### config.mk
export PLATFORM = sky130hd
export DESIGN_NAME = matrix_deskew
export DESIGN_NICKNAME = d
export VERILOG_FILES = /design/src/rtl/matrix_deskew.sv
export SDC_FILE = /design/constraint.sdc
export NUM_CORES = 1
export LEC_CHECK = 0
export ABC_AREA = 1
export BUFFER_PORTS_ARGS = -buffer_cell sky130_fd_sc_hd__buf_2
export CAP_MARGIN = 5
export CELL_PAD_IN_SITES_DETAIL_PLACEMENT = 1
export CELL_PAD_IN_SITES_GLOBAL_PLACEMENT = 1
export CORE_AREA = 2 2 212 214
export DETAILED_ROUTE_END_ITERATION = 8
export DIE_AREA = 0 0 214 216
export PLACE_DENSITY_LB_ADDON = 0.1
export REMOVE_ABC_BUFFERS = 1
export SETUP_SLACK_MARGIN = 0.5
export SKIP_LAST_GASP = 1
export SYNTH_ARGS = -nofsm -noshare
export SYNTH_HDL_FRONTEND = slang
export SYNTH_SLANG_ARGS = --single-unit
### constraint.sdc
create_clock -name clk -period 2.1 [get_ports clk]
set_input_delay 0.21 -clock clk [delete_from_list [all_inputs] [get_ports clk]]
set_output_delay 0.21 -clock clk [all_outputs]
set_load 0.05 [all_outputs]
### src/rtl/matrix_deskew.sv
// matrix_deskew: removes the per-lane time skew of the systolic array's
// south-edge outputs, rebuilds whole result rows, queues them in a small
// FIFO and hands them to the result writer over valid/ready.

// One lane's fixed delay line. Data and valid travel together so a lane's
// element and its qualifier always line up at the output.
module matrix_deskew_lane #(
  parameter int STAGES = 0,
  parameter int WIDTH  = 16
) (
  input  logic             clk,
  input  logic             reset,
  input  logic             in_valid,
  input  logic [WIDTH-1:0] in_data,
  output logic             out_valid,
  output logic [WIDTH-1:0] out_data
);
  if (STAGES == 0) begin : g_thru
    // The last lane is already the latest to arrive: no delay needed.
    assign out_valid = in_valid;
    assign out_data  = in_data;
  end else begin : g_dly
    logic [STAGES:1]            vld_pipe;
    logic [STAGES:1][WIDTH-1:0] dat_pipe;

    // Free-running shift: the array never stalls, so neither does this.
    always_ff @(posedge clk or negedge reset) begin
      if (!reset) begin
        vld_pipe <= '0;
        dat_pipe <= '0;
      end else begin
        vld_pipe[1] <= in_valid;
        dat_pipe[1] <= in_data;
        for (int s = 2; s <= STAGES; s++) begin
          vld_pipe[s] <= vld_pipe[s-1];
          dat_pipe[s] <= dat_pipe[s-1];
        end
      end
    end

    assign out_valid = vld_pipe[STAGES];
    assign out_data  = dat_pipe[STAGES];
  end
endmodule

module matrix_deskew #(
  parameter int LANES = 4,
  parameter int WIDTH = 16,
  parameter int DEPTH = 4
) (
  input  logic                     clk,
  input  logic                     reset,
  input  logic [LANES-1:0]         in_valid,
  input  logic [LANES*WIDTH-1:0]   in_data,
  input  logic                     clr_err,
  output logic                     out_valid,
  input  logic                     out_ready,
  output logic [LANES*WIDTH-1:0]   out_data,
  output logic [15:0]              out_row,
  output logic                     misalign,
  output logic                     overflow,
  output logic [$clog2(DEPTH):0]   level
);
  localparam int AW = $clog2(DEPTH);
  localparam int LW = AW + 1;
  localparam int DW = LANES * WIDTH;

  typedef struct packed {
    logic [DW-1:0] data;
    logic [15:0]   row;
  } entry_t;

  logic [LANES-1:0]            al_vld;
  logic [LANES-1:0][WIDTH-1:0] al_dat;

  // Lane i is early by LANES-1-i cycles relative to the last lane.
  for (genvar gi = 0; gi < LANES; gi++) begin : g_lane
    matrix_deskew_lane #(
      .STAGES (LANES - 1 - gi),
      .WIDTH  (WIDTH)
    ) u_lane (
      .clk       (clk),
      .reset     (reset),
      .in_valid  (in_valid[gi]),
      .in_data   (in_data[gi*WIDTH +: WIDTH]),
      .out_valid (al_vld[gi]),
      .out_data  (al_dat[gi])
    );
  end

  logic complete, partial, pop, push, drop, full;

  // Classify the aligned row and decide FIFO actions. A full FIFO still
  // accepts a row when the head leaves in the same cycle.
  always_comb begin
    complete = &al_vld;
    partial  = (|al_vld) && !complete;
    full     = (level == LW'(DEPTH));
    pop      = out_valid && out_ready;
    push     = complete && (!full || pop);
    drop     = complete && full && !pop;
  end

  entry_t [DEPTH-1:0] mem;
  logic   [AW-1:0]    wr_ptr, rd_ptr;
  logic   [15:0]      row_cnt;

  // Row FIFO; each entry carries its row index, taken from a counter that
  // only advances on accepted rows so drops and misaligned rows skip no index.
  always_ff @(posedge clk or negedge reset) begin
    if (!reset) begin
      mem     <= '0;
      wr_ptr  <= '0;
      rd_ptr  <= '0;
      level   <= '0;
      row_cnt <= '0;
    end else begin
      if (push) begin
        mem[wr_ptr] <= '{data: al_dat, row: row_cnt};
        wr_ptr      <= wr_ptr + 1'b1;
        row_cnt     <= row_cnt + 16'd1;
      end
      if (pop) rd_ptr <= rd_ptr + 1'b1;
      case ({push, pop})
        2'b10:   level <= level + 1'b1;
        2'b01:   level <= level - 1'b1;
        default: level <= level;
      endcase
    end
  end

  assign out_valid = (level != '0);
  assign out_data  = mem[rd_ptr].data;
  assign out_row   = mem[rd_ptr].row;

  // Sticky error flags; a new error in the clearing cycle wins.
  always_ff @(posedge clk or negedge reset) begin
    if (!reset) begin
      misalign <= 1'b0;
      overflow <= 1'b0;
    end else begin
      if (clr_err) begin
        misalign <= 1'b0;
        overflow <= 1'b0;
      end
      if (partial) misalign <= 1'b1;
      if (drop)    overflow <= 1'b1;
    end
  end
endmodule

# --- Word-level counts from Yosys, hierarchy flattened ---
# Index checks and enable logic that the tools add are counted.
# W data, S select, Z words.
word_totals:
  register_bits: 447
  input_bits: 72
  elab_cells: 59
classes:
  addsub: 5
  n_lt_le_gt_ge: 3
  eq_ne: 3
  n_mux: 9
  n_reduce_logical: 16
op_table:
  columns: ["operator", "count"]
  rows:
  - ["$bwmux W320", 1]
  - ["$bmux W80 S2", 1]
  - ["$demux W80 S2", 1]
  - ["$mux W80", 2]
  - ["$add A16 B1 Y16 const B", 1]
  - ["$logic_and A1 B1 Y1", 6]
  - ["$lt A2 B3 Y1 const B", 2]
  - ["$pmux W3 S2", 1]
  - ["$reduce_bool A2 Y1", 3]
  - ["$add A2 B1 Y2 const B", 2]
  - ["$reduce_and A4 Y1", 1]
  - ["$reduce_or A4 Y1", 1]
  - ["$add A3 B1 Y3 const B", 1]
  - ["$eq A3 B3 Y1 const B", 1]
  - ["$logic_not A1 Y1", 3]
  - ["$mux W1", 3]
  - ["$reduce_bool A3 Y1", 1]
  - ["$sub A3 B1 Y3 const B", 1]
  - ["$eq A2 B1 Y1 const B", 1]
  - ["$eq A2 B2 Y1 const B", 1]
  - ["$ge A2 B1 Y1 const B", 1]
  - ["$logic_or A1 B1 Y1", 1]

# --- Depth between registers and ports, before layout ---
depth:
  depth_word: 6
  ltp_mapped: 10

# --- Cells and area by module ---
# Synthesis repeated with hierarchy kept, for this count alone.
hier_totals:
  hier_cells: 1878
  hier_area_um2: 18189.9
modules_own_cells:
  columns: ["module", "n_inst", "cells_per_inst", "area_each_um2", "seq_area_each_um2"]
  rows:
  - ["matrix_deskew", 1, 1727, 15269.6, 8633.3]
  - ["matrix_deskew_lane (g_lane[0].u_lane)", 1, 67, 1396.3, 1276.2]
  - ["matrix_deskew_lane (g_lane[1].u_lane)", 1, 50, 970.9, 850.8]
  - ["matrix_deskew_lane (g_lane[2].u_lane)", 1, 17, 425.4, 425.4]
  - ["matrix_deskew_lane (g_lane[3].u_lane)", 1, 17, 127.6, 0.0]

# --- Worst setup path before layout ---
# OpenSTA, ideal clock, no wires.
synth_path:
  kind: "register -> register"
  startpoint: "register level[2]"
  endpoint: "register level[2]"
  setup_ps: 131
  arrival_time_ps: 2054
  setup_slack_ps: -85
  stages_incl_launch_ff: 11
  path_buffers: 0
  synth_period_minus_slack_ps: 2185
  path_cell_list: "dfrtp_1 inv_1 nor2_1 nand2_1 nand2_2 ha_1 inv_1 fa_1 a21oi_1 o21ai_0 xor2_1"
synth_between:
  elab_chain_len: 6
  word_cells_on_any_way: 12
  cone_classes: "add/sub (2); eq/ne (3); mux (1); reduce/logical (6)"
synth_rtl:
  columns: ["item", "line", "rtl"]
  rows:
  - ["start, declared", "62", "output logic [$clog2(DEPTH):0] level"]
  - ["start signal, assigned", "125", "2'b10: level <= level + 1'b1;"]
  - ["start signal, assigned", "126", "2'b01: level <= level - 1'b1;"]
  - ["start signal, assigned", "127", "default: level <= level;"]
  - ["$eq A3 B3 Y1 / $reduce_bool A3 Y1 (equally long branches)", "98, 132", null]
  - ["$logic_not A1 Y1 / $logic_and A1 B1 Y1 (equally long branches)", "100, 99", null]
  - ["$logic_or A1 B1 Y1", "100", "push = complete && (!full || pop);"]
  - ["$logic_and A1 B1 Y1", "100", null]
  - ["$eq A2 B1 Y1 / $eq A2 B2 Y1 (equally long branches)", "124", "case ({push, pop})"]
  - ["$pmux W3 S2 / $reduce_bool A2 Y1 (equally long branches)", null, null]
# Several ways; a longest one is shown, not always the timed one.
# A chain may end at the register's enable or synchronous reset.

# --- Worst setup path in the final report ---
layout_path:
  startpoint: "register rd_ptr[0]"
  endpoint: "output port out_data[4]"
layout_between:
  elab_chain_len: 2
layout_rtl:
  columns: ["item", "line", "rtl"]
  rows:
  - ["start, declared", "105", "logic [AW-1:0] wr_ptr, rd_ptr;"]
  - ["start signal, assigned", "123", "if (pop) rd_ptr <= rd_ptr + 1'b1;"]
  - ["$bmux W80 S2", "133", "assign out_data = mem[rd_ptr].data;"]
  - ["$mux W80", null, null]
  - ["end, declared", "58", "output logic [LANES*WIDTH-1:0] out_data,"]
# No other way between the ends. The select of a mux whose other input is x is not followed.

==> summary.md <==
| Metric | Value |
|---|---|
| RSZ-0062 raised after global routing | yes |
| IO Pins | 158 |
| Num rows | 77 |
| Synth warn | 0 |
| Post-Syn Area per Cell | 9.76 sq um |
| Switching power | 18100 uW |
| Die Y | 216 microns |
| Status | finished with violations |
| Fin crit share | 1.13 |
| Drt first pass iters | 5 |
| Post-DP HPWL | 28300 microns |
| Total clock sinks | 447 |
| Max Clock Freq | 421 MHz |
| Seq/Total Area, Yosys | 0.627 |
| Total GRT Usage | 0.256 |
| Combinational Power Share | 0.484 |
| M1 WL | 28600 microns |
| Share of post-route cells with drive strength above 1 | 0.271 |
| Routed len/inst | 22.7 microns |
| Clk pwr share | 0.215 |
| Hold slack | 0.151 ns |
| FF+latch count, synth | 447 |
| # H-tree levels | 2 |
| Max clock buf depth | 3 |
| Worst Setup EP | out_data[4] |
| Post-layout instance area | 0.0252 sq mm |
| Most frequent cells in the layout | 443 x dfrtp_1, 345 x nand2_1, 262 x o21ai_0, 161 x o21ai_1, 153 x nor2_1 |
| Type of the worst setup path | flop to output pin |
| Area after DPL | 0.0194 sq mm |
| Routed Antenna Nets | 0 |
| CP Cell Sequence | buf_6 > buf_12 > buf_16 > o21ai_1 > o22ai_2 > buf_6 |
| Largest net degree at the start of global routing | 107 |
| Hold Violations, Final | 0 |
| CP arrival | 2.17 ns |
| Maxcap violations | 0 |
| Nets | 2256 |
| Vias in the first global route | 15700 |
| Worst Reg-to-Reg Cells | 12 |
| Unique masters post-synth | 27 |
| Dpl ws | 0.102 ns |
| Die width | 214 microns |
| Power, Total | 42400 uW |
| Core region area | 0.0438 sq mm |
| Met2 Routed Length | 30900 microns |
| Maximum vdd ir drop | 1150 uV |
| Slowest-stage cell, CP | dfrtp_4 |
| FF-to-FF Start | level[0] |
| Cell mode on critical path | buf_6 |
| First-pass GRT wire length | 92100 microns |
| Via/cell ratio | 5.34 |
| Worst EP required | 1.89 ns |
| CTS tree | built |
| Min Tclk post-route | 2.38 ns |
| Final Skew | 0.0299 ns |
| Syn Inst Count | 1828 |
| Internal power | 24200 uW |
| Startpoint Class | flop |
| Via count | 15000 |
| Antenna violations before repair | 1 |
| Routability Congestion | 0.752 |
| CTS clk-pin slew, worst paths | 0.06 ns |
| Sequential power share | 0.301 |
| Switch share | 0.428 |
| RR Endpoint | mem[200] |
| Clock root buffer | clkbuf_16 |
| N_diodes | 0 |
| Initial Utilization | 0.407 |
| GRT overflow | 0 |
| Worst Max-Slew Pin Slew | 0.544 ns |
| DRC Markers | 0 |
| Port bufs | 157 |
| Crit-path max cell delay | 0.58 ns |
| Max-slew violation count | 0 |
| Num CTS Buffers | 50 |
| Hold Path Class | input port to async pin |
| Top Layer Used | met4 |
| Crit path launch | rd_ptr[0] |
| CP endpoint kind | output pin |
| Setup ws final | -0.276 ns |
| Skew-Pair Late Insertion Delay | 0.60 ns |
| Met3 wire length | 2980 microns |
| Post-synthesis cell area | 0.0178 sq mm |
| DIE AREA | 0.0462 sq mm |
| Crit Path Max Fanout | 7 |
| Reg2Reg Setup Slack | 0.28 ns |
| Max-slew headroom | 0.637 |
| PwrDens | 1680 mW/mm^2 |
| Violations in the final reports | setup timing |
| Starting DRC count in detailed routing | 1028 |
| Pleak | 0.0118 uW |
| Area Overhead vs Synth | 41.4% |
| Most common cell after layout, fill and taps aside | dfrtp_1 |
| Final setup vio count | 80 |
| Post-Route WL | 63800 microns |
[per-stage QoR]
stage | cells | TNS [ns] | util
6_report | 2810 | -12.53 | 0.575
2_1_floorplan | 1707 | -336.15 | -
3_5_place_dp | 2515 | 0 | 0.442
5_1_grt | 2810 | -17.87 | 0.575
3_3_place_gp | 2515 | 0 | 0.442
4_1_cts | 2761 | -13.63 | 0.544
[how the worst min path moves through the flow]
stage | start | end | slack, ns
2_1_floorplan | reset | g_lane[0].u_lane.g_dly.dat_pipe[0] | -0.09
3_5_place_dp | reset | g_lane[0].u_lane.g_dly.dat_pipe[17] | 0.19
3_3_place_gp | reset | g_lane[0].u_lane.g_dly.dat_pipe[1] | 0.19
4_1_cts | out_ready | rd_ptr[0] | 0.12
5_1_grt | out_ready | rd_ptr[0] | 0.14
6_report | reset | g_lane[0].u_lane.g_dly.dat_pipe[17] | 0.15
[cell type report]
| type | count | area [sq um] |
|---|---|---|
| fillers | 4656 | 18600 |
| flip-flops and latches | 447 | 11200 |
| multi-input cells | 1167 | 6170 |
| repair buffers | 413 | 5010 |
| clock buffers | 70 | 1490 |
| well taps | 592 | 741 |
| inverters | 97 | 387 |
| clock inverters | 23 | 221 |
| repair inverters | 1 | 8.76 |
[registers in the layout (all words and copies together) (netlist names)]
name	count
mem	320
g_lane.u_lane.g_dly.dat_pipe	48
g_lane.u_lane.out_data	48
row_cnt	16
g_lane.u_lane.g_dly.vld_pipe	5
level	3
rd_ptr	2
wr_ptr	2
g_lane.u_lane.out_valid	1
misalign	1
overflow	1
[power by group through the flow]
| stage | Sequential [uW] | Combinational [uW] | Clock (uW) |
|---|---|---|---|
| 6_report | 12700 | 20500 | 9120 |
| 5_1_grt | 13000 | 21700 | 9600 |
| 4_1_cts | 12500 | 18300 | 9250 |
| 3_5_place_dp | 12600 | 15000 | 0 |
| 3_3_place_gp | 12500 | 14700 | 0 |
| 2_1_floorplan | 12600 | 9870 | 0 |
[layer usage]
metal / global-route usage / vias to the layer above
met5: 0 / -
met4: 0.0723 / 0
met3: 0.0352 / 97
met2: 0.427 / 378
met1: 0.352 / 7720
li1: - / 6800
[cells by family (layout without fill, tap and decap cells)]
kind of cell             Yosys count  after routing  share of synthesized area
XOR/XNOR                          12             12                    0.00589
flip-flops                       447            447                      0.627
AND/OR/NAND/NOR                  575            579                      0.126
buffers and inverters            218            604                     0.0655
adder cells (fa/ha/maj)            7              7                    0.00533
AO/OA/AOI/OAI                    569            569                      0.170
[synthesized netlist by cell type, drive strengths merged]
| master | n | share of area |
|---|---|---|
| xor2 | 11 | 0.0054 |
| buf | 57 | 0.032 |
| nand3 | 7 | 0.0020 |
| nand4 | 8 | 0.0028 |
| o21ai | 485 | 0.14 |
| clkinv | 2 | 0.00042 |
| nor3 | 1 | 0.00028 |
| nor4 | 1 | 0.00035 |
| fa | 1 | 0.0011 |
| inv | 95 | 0.020 |
| nor2 | 181 | 0.039 |
| dfrtp | 447 | 0.63 |
| ha | 6 | 0.0042 |
| nand2 | 377 | 0.081 |
| o22ai | 82 | 0.029 |
| clkbuf | 64 | 0.013 |
| xnor2 | 1 | 0.00049 |
| a21oi | 2 | 0.00056 |
[what timing repair did]
item | 4_1_cts | 5_1_grt
endpoints found under the hold margin | 275 | 0
buffers inserted | 47 | 24
pin swaps | 16 | 21
endpoints found under the setup margin | 379 | 408
hold buffers | 71 | 0
cloned | 35 | 25
resized for setup | 224 | 211
[worst max-delay path: cells and delay by family (launching register included)]
kind            cells  cell delay, ns
compound gates      2            0.37
buf+inv             4            0.63
flops               1            0.58
Note: power is estimated with default switching activity, not from simulation.
